<file path="config.mk">
export PLATFORM = sky130hd
export DESIGN_NAME = tetris_input_arbiter
export DESIGN_NICKNAME = d
export VERILOG_FILES = /design/src/rtl/tetris_input_arbiter.sv
export SDC_FILE = /design/constraint.sdc
export NUM_CORES = 1
export LEC_CHECK = 0
export BUFFER_PORTS_ARGS = -buffer_cell sky130_fd_sc_hd__buf_2
export CORE_UTILIZATION = 57
export CTS_CLUSTER_DIAMETER = 200
export DETAILED_ROUTE_END_ITERATION = 10
export GPL_TIMING_DRIVEN = 0
export PLACE_DENSITY_LB_ADDON = 0.08
export SYNTH_ARGS = -nofsm -noshare
export SYNTH_HDL_FRONTEND = slang
export SYNTH_SLANG_ARGS = --single-unit
</file>
<file path="constraint.sdc">
create_clock -name clk_50 -period 2.5 [get_ports clk_50]
set_clock_uncertainty 0.15 [all_clocks]
set_input_delay 0.125 -clock clk_50 [delete_from_list [all_inputs] [get_ports clk_50]]
set_output_delay 0.125 -clock clk_50 [all_outputs]
set_load 0.01 [all_outputs]
</file>
<file path="src/rtl/tetris_input_arbiter.sv">
// rtl/tetris_input_arbiter.sv - button sync, debounce, auto-repeat and fixed-priority command arbiter
// Define TETRIS_ROTATE_REPEAT_EN to give rotate the same auto-repeat as left/right/down.
module tetris_input_arbiter #(
  parameter int unsigned DEBOUNCE_CYCLES = 500_000,
  parameter int unsigned REPEAT_DELAY    = 15_000_000,
  parameter int unsigned REPEAT_RATE     = 5_000_000,
  parameter int unsigned CNT_W           = 24
) (
  input  logic       clk_50,
  input  logic       reset,
  input  logic       button_left,
  input  logic       button_right,
  input  logic       button_down,
  input  logic       button_rotate,
  input  logic       sw_pause,
  input  logic       cmd_ready,
  output logic       cmd_valid,
  output logic [2:0] cmd_code,
  output logic [3:0] btn_state
);

  // Button index order matches btn_state: 0 left, 1 right, 2 down, 3 rotate.
`ifdef TETRIS_ROTATE_REPEAT_EN
  localparam int NREP = 4;
`else
  localparam int NREP = 3;
`endif

  localparam logic [1:0] ST_IDLE   = 2'd0;
  localparam logic [1:0] ST_DELAY  = 2'd1;
  localparam logic [1:0] ST_REPEAT = 2'd2;

  localparam logic [CNT_W-1:0] DEB_LAST   = CNT_W'(DEBOUNCE_CYCLES - 1);
  localparam logic [CNT_W-1:0] DELAY_LAST = CNT_W'(REPEAT_DELAY - 1);
  localparam logic [CNT_W-1:0] RATE_LAST  = CNT_W'(REPEAT_RATE - 1);

  localparam logic [2:0] CODE_NONE   = 3'd0;
  localparam logic [2:0] CODE_LEFT   = 3'd1;
  localparam logic [2:0] CODE_RIGHT  = 3'd2;
  localparam logic [2:0] CODE_DOWN   = 3'd3;
  localparam logic [2:0] CODE_ROTATE = 3'd4;

  logic [3:0]       raw;
  logic [3:0]       sync1_q, sync2_q;
  logic [3:0]       deb_q, deb_d, deb_prev_q;
  logic [CNT_W-1:0] deb_cnt_q [4];
  logic [CNT_W-1:0] deb_cnt_d [4];
  logic [1:0]       rep_st_q  [NREP];
  logic [1:0]       rep_st_d  [NREP];
  logic [CNT_W-1:0] rep_cnt_q [NREP];
  logic [CNT_W-1:0] rep_cnt_d [NREP];
  logic [3:0]       press, evt;
  logic [3:0]       pend_q, pend_d, avail, grant;
  logic             valid_q, valid_d, load;
  logic [2:0]       code_q, code_d;

  assign raw       = {button_rotate, button_down, button_right, button_left};
  assign press     = deb_q & ~deb_prev_q;
  assign btn_state = deb_q;
  assign cmd_valid = valid_q;
  assign cmd_code  = code_q;

  always_comb begin
    deb_d = deb_q;
    for (int i = 0; i < 4; i++) begin
      deb_cnt_d[i] = '0;
      if (sync2_q[i] != deb_q[i]) begin
        if (deb_cnt_q[i] == DEB_LAST) deb_d[i] = ~deb_q[i];
        else deb_cnt_d[i] = deb_cnt_q[i] + 1'b1;
      end
    end
  end

  // Buttons without a repeat FSM keep the bare press event.
  always_comb begin
    evt = press;
    for (int i = 0; i < NREP; i++) begin
      rep_st_d[i]  = rep_st_q[i];
      rep_cnt_d[i] = rep_cnt_q[i];
      evt[i]       = 1'b0;
      if (sw_pause || !deb_q[i]) begin
        rep_st_d[i]  = ST_IDLE;
        rep_cnt_d[i] = '0;
      end else begin
        case (rep_st_q[i])
          ST_IDLE: begin
            if (press[i]) begin
              evt[i]       = 1'b1;
              rep_st_d[i]  = ST_DELAY;
              rep_cnt_d[i] = '0;
            end
          end
          ST_DELAY: begin
            if (rep_cnt_q[i] == DELAY_LAST) begin
              evt[i]       = 1'b1;
              rep_st_d[i]  = ST_REPEAT;
              rep_cnt_d[i] = '0;
            end else begin
              rep_cnt_d[i] = rep_cnt_q[i] + 1'b1;
            end
          end
          ST_REPEAT: begin
            if (rep_cnt_q[i] == RATE_LAST) begin
              evt[i]       = 1'b1;
              rep_cnt_d[i] = '0;
            end else begin
              rep_cnt_d[i] = rep_cnt_q[i] + 1'b1;
            end
          end
          default: begin
            rep_st_d[i]  = ST_IDLE;
            rep_cnt_d[i] = '0;
          end
        endcase
      end
    end
  end

  // A presented command is only replaced once accepted, so it is never withdrawn.
  always_comb begin
    avail   = sw_pause ? 4'b0000 : pend_q;
    load    = !valid_q || cmd_ready;
    grant   = 4'b0000;
    valid_d = valid_q;
    code_d  = code_q;
    if (load) begin
      valid_d = |avail;
      code_d  = CODE_NONE;
      if (avail[3]) begin
        grant[3] = 1'b1;
        code_d   = CODE_ROTATE;
      end else if (avail[0]) begin
        grant[0] = 1'b1;
        code_d   = CODE_LEFT;
      end else if (avail[1]) begin
        grant[1] = 1'b1;
        code_d   = CODE_RIGHT;
      end else if (avail[2]) begin
        grant[2] = 1'b1;
        code_d   = CODE_DOWN;
      end
    end
    pend_d = sw_pause ? 4'b0000 : ((pend_q & ~grant) | evt);
  end

  always_ff @(posedge clk_50) begin
    if (reset) begin
      sync1_q    <= '0;
      sync2_q    <= '0;
      deb_q      <= '0;
      deb_prev_q <= '0;
      pend_q     <= '0;
      valid_q    <= 1'b0;
      code_q     <= CODE_NONE;
      for (int i = 0; i < 4; i++) deb_cnt_q[i] <= '0;
      for (int i = 0; i < NREP; i++) begin
        rep_st_q[i]  <= ST_IDLE;
        rep_cnt_q[i] <= '0;
      end
    end else begin
      sync1_q    <= raw;
      sync2_q    <= sync1_q;
      deb_q      <= deb_d;
      deb_prev_q <= deb_q;
      pend_q     <= pend_d;
      valid_q    <= valid_d;
      code_q     <= code_d;
      for (int i = 0; i < 4; i++) deb_cnt_q[i] <= deb_cnt_d[i];
      for (int i = 0; i < NREP; i++) begin
        rep_st_q[i]  <= rep_st_d[i];
        rep_cnt_q[i] <= rep_cnt_d[i];
      end
    end
  end

endmodule

</file>
==> qor.csv, run 1 <==
stage,metric,value,unit
run_status,status,completed,
clock_tree,clock_path_buffers,2,
sta,max_freq,407,MHz
clock_tree,clk_pin_slew,0.07,ns
synthesis,synth_seq_area_share,0.435,
worst_setup_path,criticalPathCategory,reg2reg,
sta,setup_viol,0,
final_layout,final_nets,1145,
power,p_per_area,586,mW/mm²
global_route,track_usage,0.231,
synthesis,syn_inst,1071,
worst_setup_path,cp_top_family,simple AND/OR/NAND/NOR gates,
route,drc_errors,0,
final_layout,synthToLayoutAreaGrowth,14.0,%
sta,worstMarginPinSlew,0.748,ns
floorplan,core,0.0154,mm²
worst_setup_path,path_depth,7,
sta,finalHoldViolations,0,
worst_setup_path,worst-path-buf-inv,1,
global_route,overflow,0,
placement,post-dp-hpwl,12.5,mm
sta,tns,0,ns
route,via_per_inst,5.49,
route,wl_per_cell,13.6,µm
route,postRouteAntennaNets,0,
global_route,grt_first_pass_wirelength,30.9,mm
synthesis,async_reset_ff_frac,0,
synthesis,syn_nets,1098,
global_route,antenna_found_initial,0,
synthesis,synthTopCellsByArea,"dfxtp_1 44%, nor2_1 8.7%, xor2_1 8.3%",
clock_tree,h-tree-depth,4,
synthesis,ys_types,61,
global_route,grt_max_degree,18,
synthesis,synth_seq_cells,198,
worst_setup_path,end_kind,register,
floorplan,dieHeight,128,µm
route,routed_wl,18.3,mm
power,p_leak,3.35,nW
sta,rsz0062_at_grt,yes,
clock_tree,root_buffer,clkbuf_16,
floorplan,fp.dieW,128,µm
power,ir_drop,550,µV
worst_setup_path,reg2reg_depth,7,
route,dr.pass1.iters,5,
global_route,grt_pass1_vias,6720,
floorplan,pin_count,16,
synthesis,synth_area,0.00911,mm²
clock_tree,cts_buffers,17,
placement,port_buffers,13,
route,first_iter_violations,454,
sta,fin_crit,2.46,ns
clock_tree,tritoncts,yes,
sta,setup_ws,0.0442,ns
clock_tree,clock_latency,0.43,ns
sta,maxSlewViolCount,0,
worst_setup_path,critPathSlowestCell,or4_4,
sta,period_share,0.982,
synthesis,synth_top_area_cell,dfxtp_1,
worst_setup_path,start_kind,register,
floorplan,start_util,0.592,
route,vias,7374,
synthesis,ys_warn_count,0,
worst_hold_path,min_path_cells,5,
floorplan,fp-row-count,45,
final_layout,final_common_cell,nor2_1,
power,total_power,6.08,mW
worst_setup_path,cp_cell_sequence,or3_1 > or4_4 > o41ai_4 > nand2_4 > buf_4 > or4b_2 > a31oi_1,
placement,gp_congestion,0.840,
flow_run,drv_cap,0,
final_layout,final_cell_mix,"209 x nor2_1, 189 x dfxtp_1, 86 x xor2_1, 82 x nand2_1, 73 x nand3_1",
worst_setup_path,worstPathRequired,2.65,ns
final_layout,drive_gt1_frac,0.0920,
worst_setup_path,arrival,2.61,ns
synthesis,syn_area_per_cell,8.50,µm²
worst_setup_path,crit_fanout,7,
synthesis,ys.flop_type,dfxtp_1,
synthesis,synth_top_area_frac,0.435,
floorplan,dieArea,0.0165,mm²
placement,preCtsSetupSlack,-0.378,ns
worst_hold_path,hp-class,in2reg,
clock_tree,cts_sinks,198,
sta,whs,0.0794,ns
synthesis,synth_edf_count,0,
worst_setup_path,slowest_delay,0.60,ns
final_layout,diodes,0,
sta,relSlewSlack,0.500,
==> registers in the layout, indices dropped and copies added, names as in the netlist <==
signal,cells
cmd_code,3
deb_prev_q,4
rep_st_q,6
sync2_q,4
deb_cnt_q,96
btn_state,4
cmd_valid,1
pend_q,4
sync1_q,4
rep_cnt_q,72
==> power by group <==
| part | internal (mW) | switching, mW |
|---|---|---|
| Combinational | 0.0219 | 0.0323 |
| Sequential | 3.16 | 0.00469 |
| Clock | 1.64 | 1.22 |
| Total | 4.83 | 1.26 |
==> Yosys cell counts, types with 5 or more instances <==
cell / n
and2_1: 8
a21o_1: 5
nor4b_1: 10
nand4_1: 57
o211ai_1: 5
mux2i_1: 5
nor4bb_1: 7
nor3_1: 21
and3_1: 18
nor4_1: 14
inv_1: 32
ha_1: 19
a31oi_1: 11
xnor2_1: 52
nand2b_1: 7
o311ai_0: 5
xor2_1: 86
nor2_1: 210
and4_1: 12
nand3_1: 76
or3_1: 10
o21ai_0: 11
dfxtp_1: 198
nor2b_1: 17
or4_1: 5
nand2_1: 83
a21oi_1: 19
clkbuf_1: 25
==> cell families after synthesis <==
kind of cell,share of synthesized area
adders and majority gates,0.0261
buffers and inverters,0.0247
and+or+nand+nor,0.312
xor gates and xnor gates,0.133
AOI/OAI and AO/OA,0.0632
DFF,0.435
muxes,0.00550
==> worst paths after layout <==
check | start | to | slack [ns]
hold / removal | cmd_ready | cmd_valid | 0.08
setup reg to reg | rep_cnt_q[0][12] | rep_cnt_q[0][6] | 0.04
hold reg to reg | sync1_q[2] | sync2_q[2] | 0.30
setup / recovery | rep_cnt_q[0][12] | rep_cnt_q[0][6] | 0.04
==> final cells by class <==
| class | instances | area (µm²) |
|---|---|---|
| Multi-Input combinational cell | 815 | 5070 |
| Inverter | 32 | 120 |
| Buffer | 25 | 123 |
| Sequential cell | 198 | 3980 |
| Clock inverter | 12 | 166 |
| Clock buffer | 20 | 457 |
| Timing Repair Buffer | 29 | 206 |
| Tap cell | 211 | 264 |
| Fill cell | 1281 | 4990 |
==> what timing repair did <==
action | CTS | global route
hold buffers | 7 | 0
hold endpoints to repair | 7 | 0
setup endpoints to repair | 107 | 139
pin swaps | 5 | 7
gates cloned | 1 | 0
gates resized for setup | 24 | 37
setup buffers | 5 | 3
==> worst min-delay path: cells and delay by family <==
family	cells	cell delay, ns
simple gates	3	0.23
buf+inv	2	0.27
==> metal layers <==
metal	share of wire	global-route usage	wire length (µm)
met1	0.50	0.308	9140
met2	0.46	0.370	8420
met3	0.033	0.0561	598
met4	0.0074	0.0678	136
met5	0	0	0
==> stage by stage <==
| stage | cells | instance area, µm² | util |
|---|---|---|---|
| after global routing | 1342 | 10400 | 0.676 |
| after global placement | 1295 | 9440 | 0.614 |
| final | 1342 | 10400 | 0.676 |
| after detailed placement | 1295 | 9440 | 0.614 |
| after floorplan | 1071 | 9110 | - |
| after CTS | 1340 | 10300 | 0.667 |
Note: power is estimated with default switching activity, not from simulation.
==> run 2: changes to the inputs <==
--- a/config.mk
+++ b/config.mk
@@ -5,10 +5,10 @@
 export SDC_FILE = /design/constraint.sdc
 export NUM_CORES = 1
 export LEC_CHECK = 0
-export BUFFER_PORTS_ARGS = -buffer_cell sky130_fd_sc_hd__buf_2
 export CORE_UTILIZATION = 57
 export CTS_CLUSTER_DIAMETER = 200
 export DETAILED_ROUTE_END_ITERATION = 10
+export DONT_BUFFER_PORTS = 1
 export GPL_TIMING_DRIVEN = 0
 export PLACE_DENSITY_LB_ADDON = 0.08
 export SYNTH_ARGS = -nofsm -noshare
==> run 2 against run 1 <==
The run now ends with negative setup slack left; clock power shrank 2%; wire length increased by 0.80%; setup slack worse by 0.070 ns; fmax shrank 2.8%; cell area shrank 0.53%; non-clock buffer count decreased by 11; via count grew 0.12%; utilization is 0.36 points lower; clock-buffer cell count decreased by 2; final cell count decreased by 0.82%; register-to-register slack lost 0.07 ns; die area is the same; highest routed layer unchanged.
==> qor.csv, run 2 (synthesis results as in run 1) <==
stage,metric,value,unit,change
power,p_comb_frac,0.009,,about the same
placement,preCtsSetupSlack,-0.366,ns,+0.0122 ns
final_layout,final_core_util,0.672,,-0.00358
worst_setup_path,slowest_delay,0.60,ns,about the same
worst_setup_path,end_kind,register,,
floorplan,fp-row-count,45,,unchanged
power,pwr-share-clk,0.465,,-0.006
clock_tree,clock_path_buffers,2,,unchanged
worst_setup_path,start_kind,register,,
final_layout,top_regs,"deb_cnt_q (96), rep_cnt_q (72), rep_st_q (6)",,
power,internal_power,4.76,mW,-1.4%
global_route,track_usage,0.235,,+0.00406
sta,period_share,1.01,,+0.0279
sta,maxSlewViolCount,0,,unchanged
clock_tree,root_buffer,clkbuf_16,,
global_route,grt_use_met2,0.390,,+0.0203
clock_tree,cts_sinks,198,,unchanged
global_route,grt_use_met1,0.310,,+0.00219
global_route,grt_use_met3,0.0416,,-0.0146
route,vias,7383,,+0.12%
route,wl_per_cell,13.9,µm,+1.6%
worst_setup_path,critPathSlowestCell,or4_4,,
power,p_per_area,582,mW/mm²,-0.63%
worst_setup_path,worstPathRequired,2.67,ns,+0.02 ns
flow_run,drv_cap,0,,unchanged
sta,worstMarginPinSlew,0.591,ns,-0.157 ns
global_route,overflow,0,,unchanged
run_status,violations,negative setup slack,,
clock_tree,clk_pin_slew,0.07,ns,about the same
sta,max_freq,396,MHz,-2.8%
placement,gp_congestion,0.831,,-1.1%
route,routed_wl,18.4,mm,+0.80%
global_route,grt_first_pass_wirelength,31.4,mm,+1.5%
global_route,grt.busiest_layer,met2,,
global_route,grt_max_degree,18,,unchanged
sta,relSlewSlack,0.603,,+0.103
global_route,grt_pass1_vias,6821,,+1.5%
placement,port_buffers,0,,-13
final_layout,largest_reg_flops,96,,unchanged
worst_hold_path,hp-class,in2reg,,
clock_tree,h-tree-depth,4,,unchanged
worst_setup_path,cp_top_family,simple AND/OR/NAND/NOR gates,,
worst_setup_path,cp_cell_sequence,or3_1 > or4_4 > o41ai_4 > buf_4 > nand2_8 > o21ai_4 > buf_6 > nor2_1,,
worst_setup_path,criticalPathCategory,reg2reg,,
final_layout,diodes,0,,unchanged
power,seqPwrFrac,0.526,,+0.006
route,first_iter_violations,409,,-9.9%
floorplan,core,0.0154,mm²,unchanged
floorplan,dieArea,0.0165,mm²,unchanged
power,switching_power,1.25,mW,-0.35%
route,drc_errors,0,,unchanged
final_layout,regMostFlops,deb_cnt_q,,
sta,setup_ws,-0.0257,ns,-0.0698 ns
worst_setup_path,worst-path-buf-inv,2,,+1
power,p_sw_frac,0.208,,+0.00168
route,via_per_inst,5.55,,+0.95%
run_status,status,finished with violations,,
clock_tree,tritoncts,yes,,
sta,finalHoldViolations,0,,unchanged
worst_setup_path,arrival,2.70,ns,+0.09 ns
floorplan,pin_count,16,,unchanged
clock_tree,cts_buffers,17,,unchanged
sta,fin_crit,2.53,ns,+0.0698 ns
sta,rsz0062_at_grt,yes,,
worst_setup_path,crit_fanout,7,,unchanged
route,dr.pass1.iters,5,,unchanged
placement,post-dp-hpwl,12.4,mm,-0.16%
power,p_leak,3.24,nW,-3.1%
final_layout,final_cell_mix,"208 x nor2_1, 190 x dfxtp_1, 86 x xor2_1, 82 x nand2_1, 75 x nand3_1",,
floorplan,fp.dieW,128,µm,unchanged
sta,whs,0.0768,ns,-0.00263 ns
power,ir_drop,638,µV,+16%
global_route,antenna_found_initial,0,,unchanged
final_layout,drive_gt1_frac,0.0848,,-0.00713
clock_tree,clock_latency,0.43,ns,about the same
final_layout,synthToLayoutAreaGrowth,13.4,%,
floorplan,dieHeight,128,µm,unchanged
final_layout,final_nets,1134,,-0.96%
sta,tns,-0.175,ns,-0.175 ns
sta,setup_viol,10,,+10
route,postRouteAntennaNets,0,,unchanged
final_layout,final_common_cell,nor2_1,,
floorplan,start_util,0.592,,unchanged
[run 2: path summary, 6_finish.rpt]
check                   start               to  slack [ns]  cells after the start
max          rep_cnt_q[0][12]  rep_cnt_q[0][7]       -0.03                      8
min                     reset       sync1_q[0]        0.08                      2
max reg2reg  rep_cnt_q[0][12]  rep_cnt_q[0][7]       -0.03                      8
min reg2reg        sync1_q[1]       sync2_q[1]        0.30                      1
[run 2: routing by layer]
| metal | part of all wire | up-vias |
|---|---|---|
| met5 | 0 | - |
| met3 | 0.027 | 23 |
| met2 | 0.47 | 94 |
| met1 | 0.49 | 3474 |
| met4 | 0.015 | 0 |
| li1 | - | 3792 |
[run 2: final cells by class]
cell class,instances,area [µm²]
inverters,32,120
clock buffers,18,429
clock inverters,14,175
repair buffers,19,171
fillers,1295,5040
multi-input cells,815,5080
plain buffers,24,118
well taps,211,264
flip-flops and latches,198,3980
[run 2: stage by stage]
| step | cell area [µm²] | instances | total power [mW] |
|---|---|---|---|
| after CTS | 10200 | 1329 | 6.08 |
| after floorplan | 9110 | 1071 | 3.26 |
| after detailed placement | 9380 | 1282 | 3.28 |
| after global routing | 10300 | 1331 | 6.19 |
| final | 10300 | 1331 | 6.01 |
| after global placement | 9380 | 1282 | 3.28 |
[run 2: repair_timing]
action	CTS	global route
hold endpoints to repair	9	0
gates cloned	1	0
resized for setup	28	37
buffers inserted	7	4
setup endpoints to repair	105	135
hold buffers	7	0
pin swaps	15	4
[run 2: power groups by stage]
| stage | logic (mW) | clock network [mW] | registers, mW |
|---|---|---|---|
| finish | 0.0515 | 2.80 | 3.16 |
| global route | 0.0572 | 2.97 | 3.16 |
| CTS | 0.0513 | 2.87 | 3.16 |
| detailed placement | 0.0417 | 0 | 3.24 |
| global placement | 0.0414 | 0 | 3.24 |
| floorplan | 0.0284 | 0 | 3.24 |
==> run 3: changes to the inputs <==
--- a/config.mk
+++ b/config.mk
@@ -5,7 +5,9 @@
 export SDC_FILE = /design/constraint.sdc
 export NUM_CORES = 1
 export LEC_CHECK = 0
-export CORE_UTILIZATION = 57
+export CELL_PAD_IN_SITES_DETAIL_PLACEMENT = 2
+export CELL_PAD_IN_SITES_GLOBAL_PLACEMENT = 2
+export CORE_UTILIZATION = 36
 export CTS_CLUSTER_DIAMETER = 200
 export DETAILED_ROUTE_END_ITERATION = 10
 export DONT_BUFFER_PORTS = 1
==> run 3 against run 2 <==
Highest routed layer unchanged; register-to-register slack got worse by 0.10 ns; critical path depth down 1; the flow still finishes with violations (negative setup slack); global-route usage down 4.1 points; hold slack got worse by 0.059 ns; clock-buffer cell count fell by 1.
==> qor.csv, run 3 (synthesis results as in run 1) <==
stage,metric,value,unit,change
run_status,status,finished with violations,,
final_layout,fillers,2716,,+110%
sta,setup_ws,-0.129,ns,-0.103 ns
worst_setup_path,start_kind,register,,
route,dr.pass1.iters,4,,-1
floorplan,start_util,0.371,,-0.221
worst_hold_path,hp-class,in2reg,,
global_route,overflow,0,,unchanged
sta,relSlewSlack,0.532,,-0.0713
clock_tree,tritoncts,yes,,
route,postRouteAntennaNets,0,,unchanged
flow_run,drv_cap,0,,unchanged
worst_setup_path,worst-path-buf-inv,1,,-1
final_layout,final_common_cell,nor2_1,,
sta,rsz0062_at_grt,yes,,
final_layout,final_nets,1132,,-0.18%
global_route,grt_max_degree,20,,+2
final_layout,multiInputGateArea,0.00519,mm²,+2.3%
power,p_sw_frac,0.239,,+0.0304
global_route,grt_first_pass_wirelength,40.8,mm,+30%
worst_setup_path,critPathSlowestCell,or4b_1,,
power,switching_power,1.44,mW,+15%
worst_setup_path,worstPathRequired,2.68,ns,about the same
final_layout,final_cell_mix,"200 x nor2_1, 186 x dfxtp_1, 86 x xor2_1, 82 x nand2_1, 69 x nand3_1",,
worst_setup_path,cp_top_family,simple AND/OR/NAND/NOR gates,,
route,via_per_inst,5.28,,-4.8%
floorplan,pin_count,16,,unchanged
floorplan,dieHeight,161,µm,+25%
clock_tree,h-tree-depth,4,,unchanged
sta,maxSlewViolCount,0,,unchanged
worst_setup_path,criticalPathCategory,reg2reg,,
global_route,grt_pass1_vias,8099,,+19%
final_layout,final-seq-area,0.00398,mm²,+0.19%
placement,placed_area,0.00952,mm²,+1.5%
route,routed_wl,24.6,mm,+33%
floorplan,core,0.0245,mm²,+60%
floorplan,fp.dieW,161,µm,+25%
final_layout,diodes,0,,unchanged
placement,gp_congestion,0.778,,-6.3%
worst_setup_path,end_kind,register,,
power,pwr-share-clk,0.468,,+0.003
final_layout,drive_gt1_frac,0.109,,+0.0243
power,p_comb_frac,0.009,,about the same
run_status,violations,negative setup slack,,
sta,worstMarginPinSlew,0.697,ns,+0.106 ns
placement,port_buffers,0,,unchanged
final_layout,final_area,0.0106,mm²,+2.4%
sta,fin_crit,2.63,ns,+0.103 ns
worst_setup_path,cp_cell_sequence,or4b_1 > or4_4 > o41ai_4 > nand2_4 > o21ai_4 > buf_6 > nor2_1,,
sta,max_freq,380,MHz,-3.9%
clock_tree,clk_pin_slew,0.08,ns,about the same
clock_tree,cts_sinks,198,,unchanged
global_route,track_usage,0.194,,-0.0410
power,seqPwrFrac,0.523,,-0.003
power,internal_power,4.60,mW,-3.4%
sta,tns,-1.47,ns,-1.30 ns
power,p_per_area,571,mW/mm²,-1.9%
final_layout,top_regs,"deb_cnt_q (96), rep_cnt_q (72), rep_st_q (6)",,
floorplan,dieArea,0.0259,mm²,+57%
clock_tree,clock_path_buffers,2,,unchanged
worst_setup_path,crit_fanout,7,,unchanged
sta,period_share,1.05,,+0.0411
route,vias,7615,,+3.1%
clock_tree,clock_latency,0.45,ns,+0.02 ns
worst_setup_path,slowest_delay,0.52,ns,-0.08 ns
sta,finalHoldViolations,0,,unchanged
worst_setup_path,arrival,2.81,ns,+0.11 ns
route,first_iter_violations,339,,-17%
power,p_leak,3.30,nW,+1.8%
placement,post-dp-hpwl,17.1,mm,+38%
power,ir_drop,317,µV,-50%
global_route,antenna_found_initial,0,,unchanged
sta,whs,0.0179,ns,-0.0589 ns
placement,preCtsSetupSlack,-0.618,ns,-0.252 ns
route,wl_per_cell,17.0,µm,+23%
sta,setup_viol,22,,+12
clock_tree,root_buffer,clkbuf_16,,
final_layout,final_core_util,0.431,,-0.241
floorplan,fp-row-count,57,,+27%
final_layout,largest_reg_flops,96,,unchanged
final_layout,regMostFlops,deb_cnt_q,,
final_layout,synthToLayoutAreaGrowth,16.2,%,
clock_tree,cts_buffers,17,,unchanged
route,drc_errors,0,,unchanged
-- run 3: changes by cell type in the layout (fill, tap and decap cells not counted), sizes merged --
cell / delta
clkbuf: -4
bufinv: -2
inv: +4
clkinvlp: -3
clkinv: +2
dlygate4sd3: -2
buf: +3
-- run 3: power by group through the flow --
stage	clock, mW	combinational, mW	sequential, mW
4_1_cts	2.93	0.0539	3.16
3_3_place_gp	0	0.0454	3.24
5_1_grt	3.04	0.0586	3.16
6_report	2.83	0.0522	3.16
2_1_floorplan	0	0.0284	3.24
3_5_place_dp	0	0.0460	3.24
-- run 3: what timing repair did --
action                     CTS  global route
resized for setup           41            60
hold endpoints to repair     5             0
hold buffers                 5             0
pin swaps                    9            25
setup buffers                7             7
cloned                       0             1
setup endpoints to repair  121           137
-- run 3: worst register-to-register path: stages (launching register included) --
cell and delay (ns):
dfxtp_4 0.35, or4b_1 0.52, or4_4 0.49, o41ai_4 0.37, nand2_4 0.17, o21ai_4 0.23
buf_6 0.18, nor2_1 0.05
-- run 3: metrics by stage --
step / instances / total power, mW
4_1_cts: 1438 / 6.14
3_3_place_gp: 1395 / 3.28
5_1_grt: 1442 / 6.26
2_1_floorplan: 1071 / 3.26
3_5_place_dp: 1395 / 3.28
6_report: 1442 / 6.04
-- run 3: path summary, 6_finish.rpt --
kind                   start               to  slack [ns]  cells after the start
max reg2reg  rep_cnt_q[0][6]  rep_cnt_q[0][3]       -0.13                      7
max          rep_cnt_q[0][6]  rep_cnt_q[0][3]       -0.13                      7
min                    reset       sync1_q[0]        0.02                      2
min reg2reg       sync1_q[3]       sync2_q[3]        0.29                      1
-- run 3: layout make-up --
type,count,area share
inverters,32,0.0114
repair buffers,19,0.0154
flip-flops and latches,198,0.377
clock buffers,17,0.0402
multi-input cells,815,0.491
well taps,324,0.0383
clock inverters,15,0.0160
plain buffers,22,0.0111
-- run 3: layer usage --
metal / GRT usage / vias up / part of all wire / wire, µm
met5: 0 / - / 0 / 0
met2: 0.334 / 47 / 0.50 / 12200
met4: 0.0519 / 0 / 0.017 / 429
met1: 0.247 / 3758 / 0.47 / 11600
met3: 0.0347 / 28 / 0.013 / 314
li1: - / 3782 / - / -
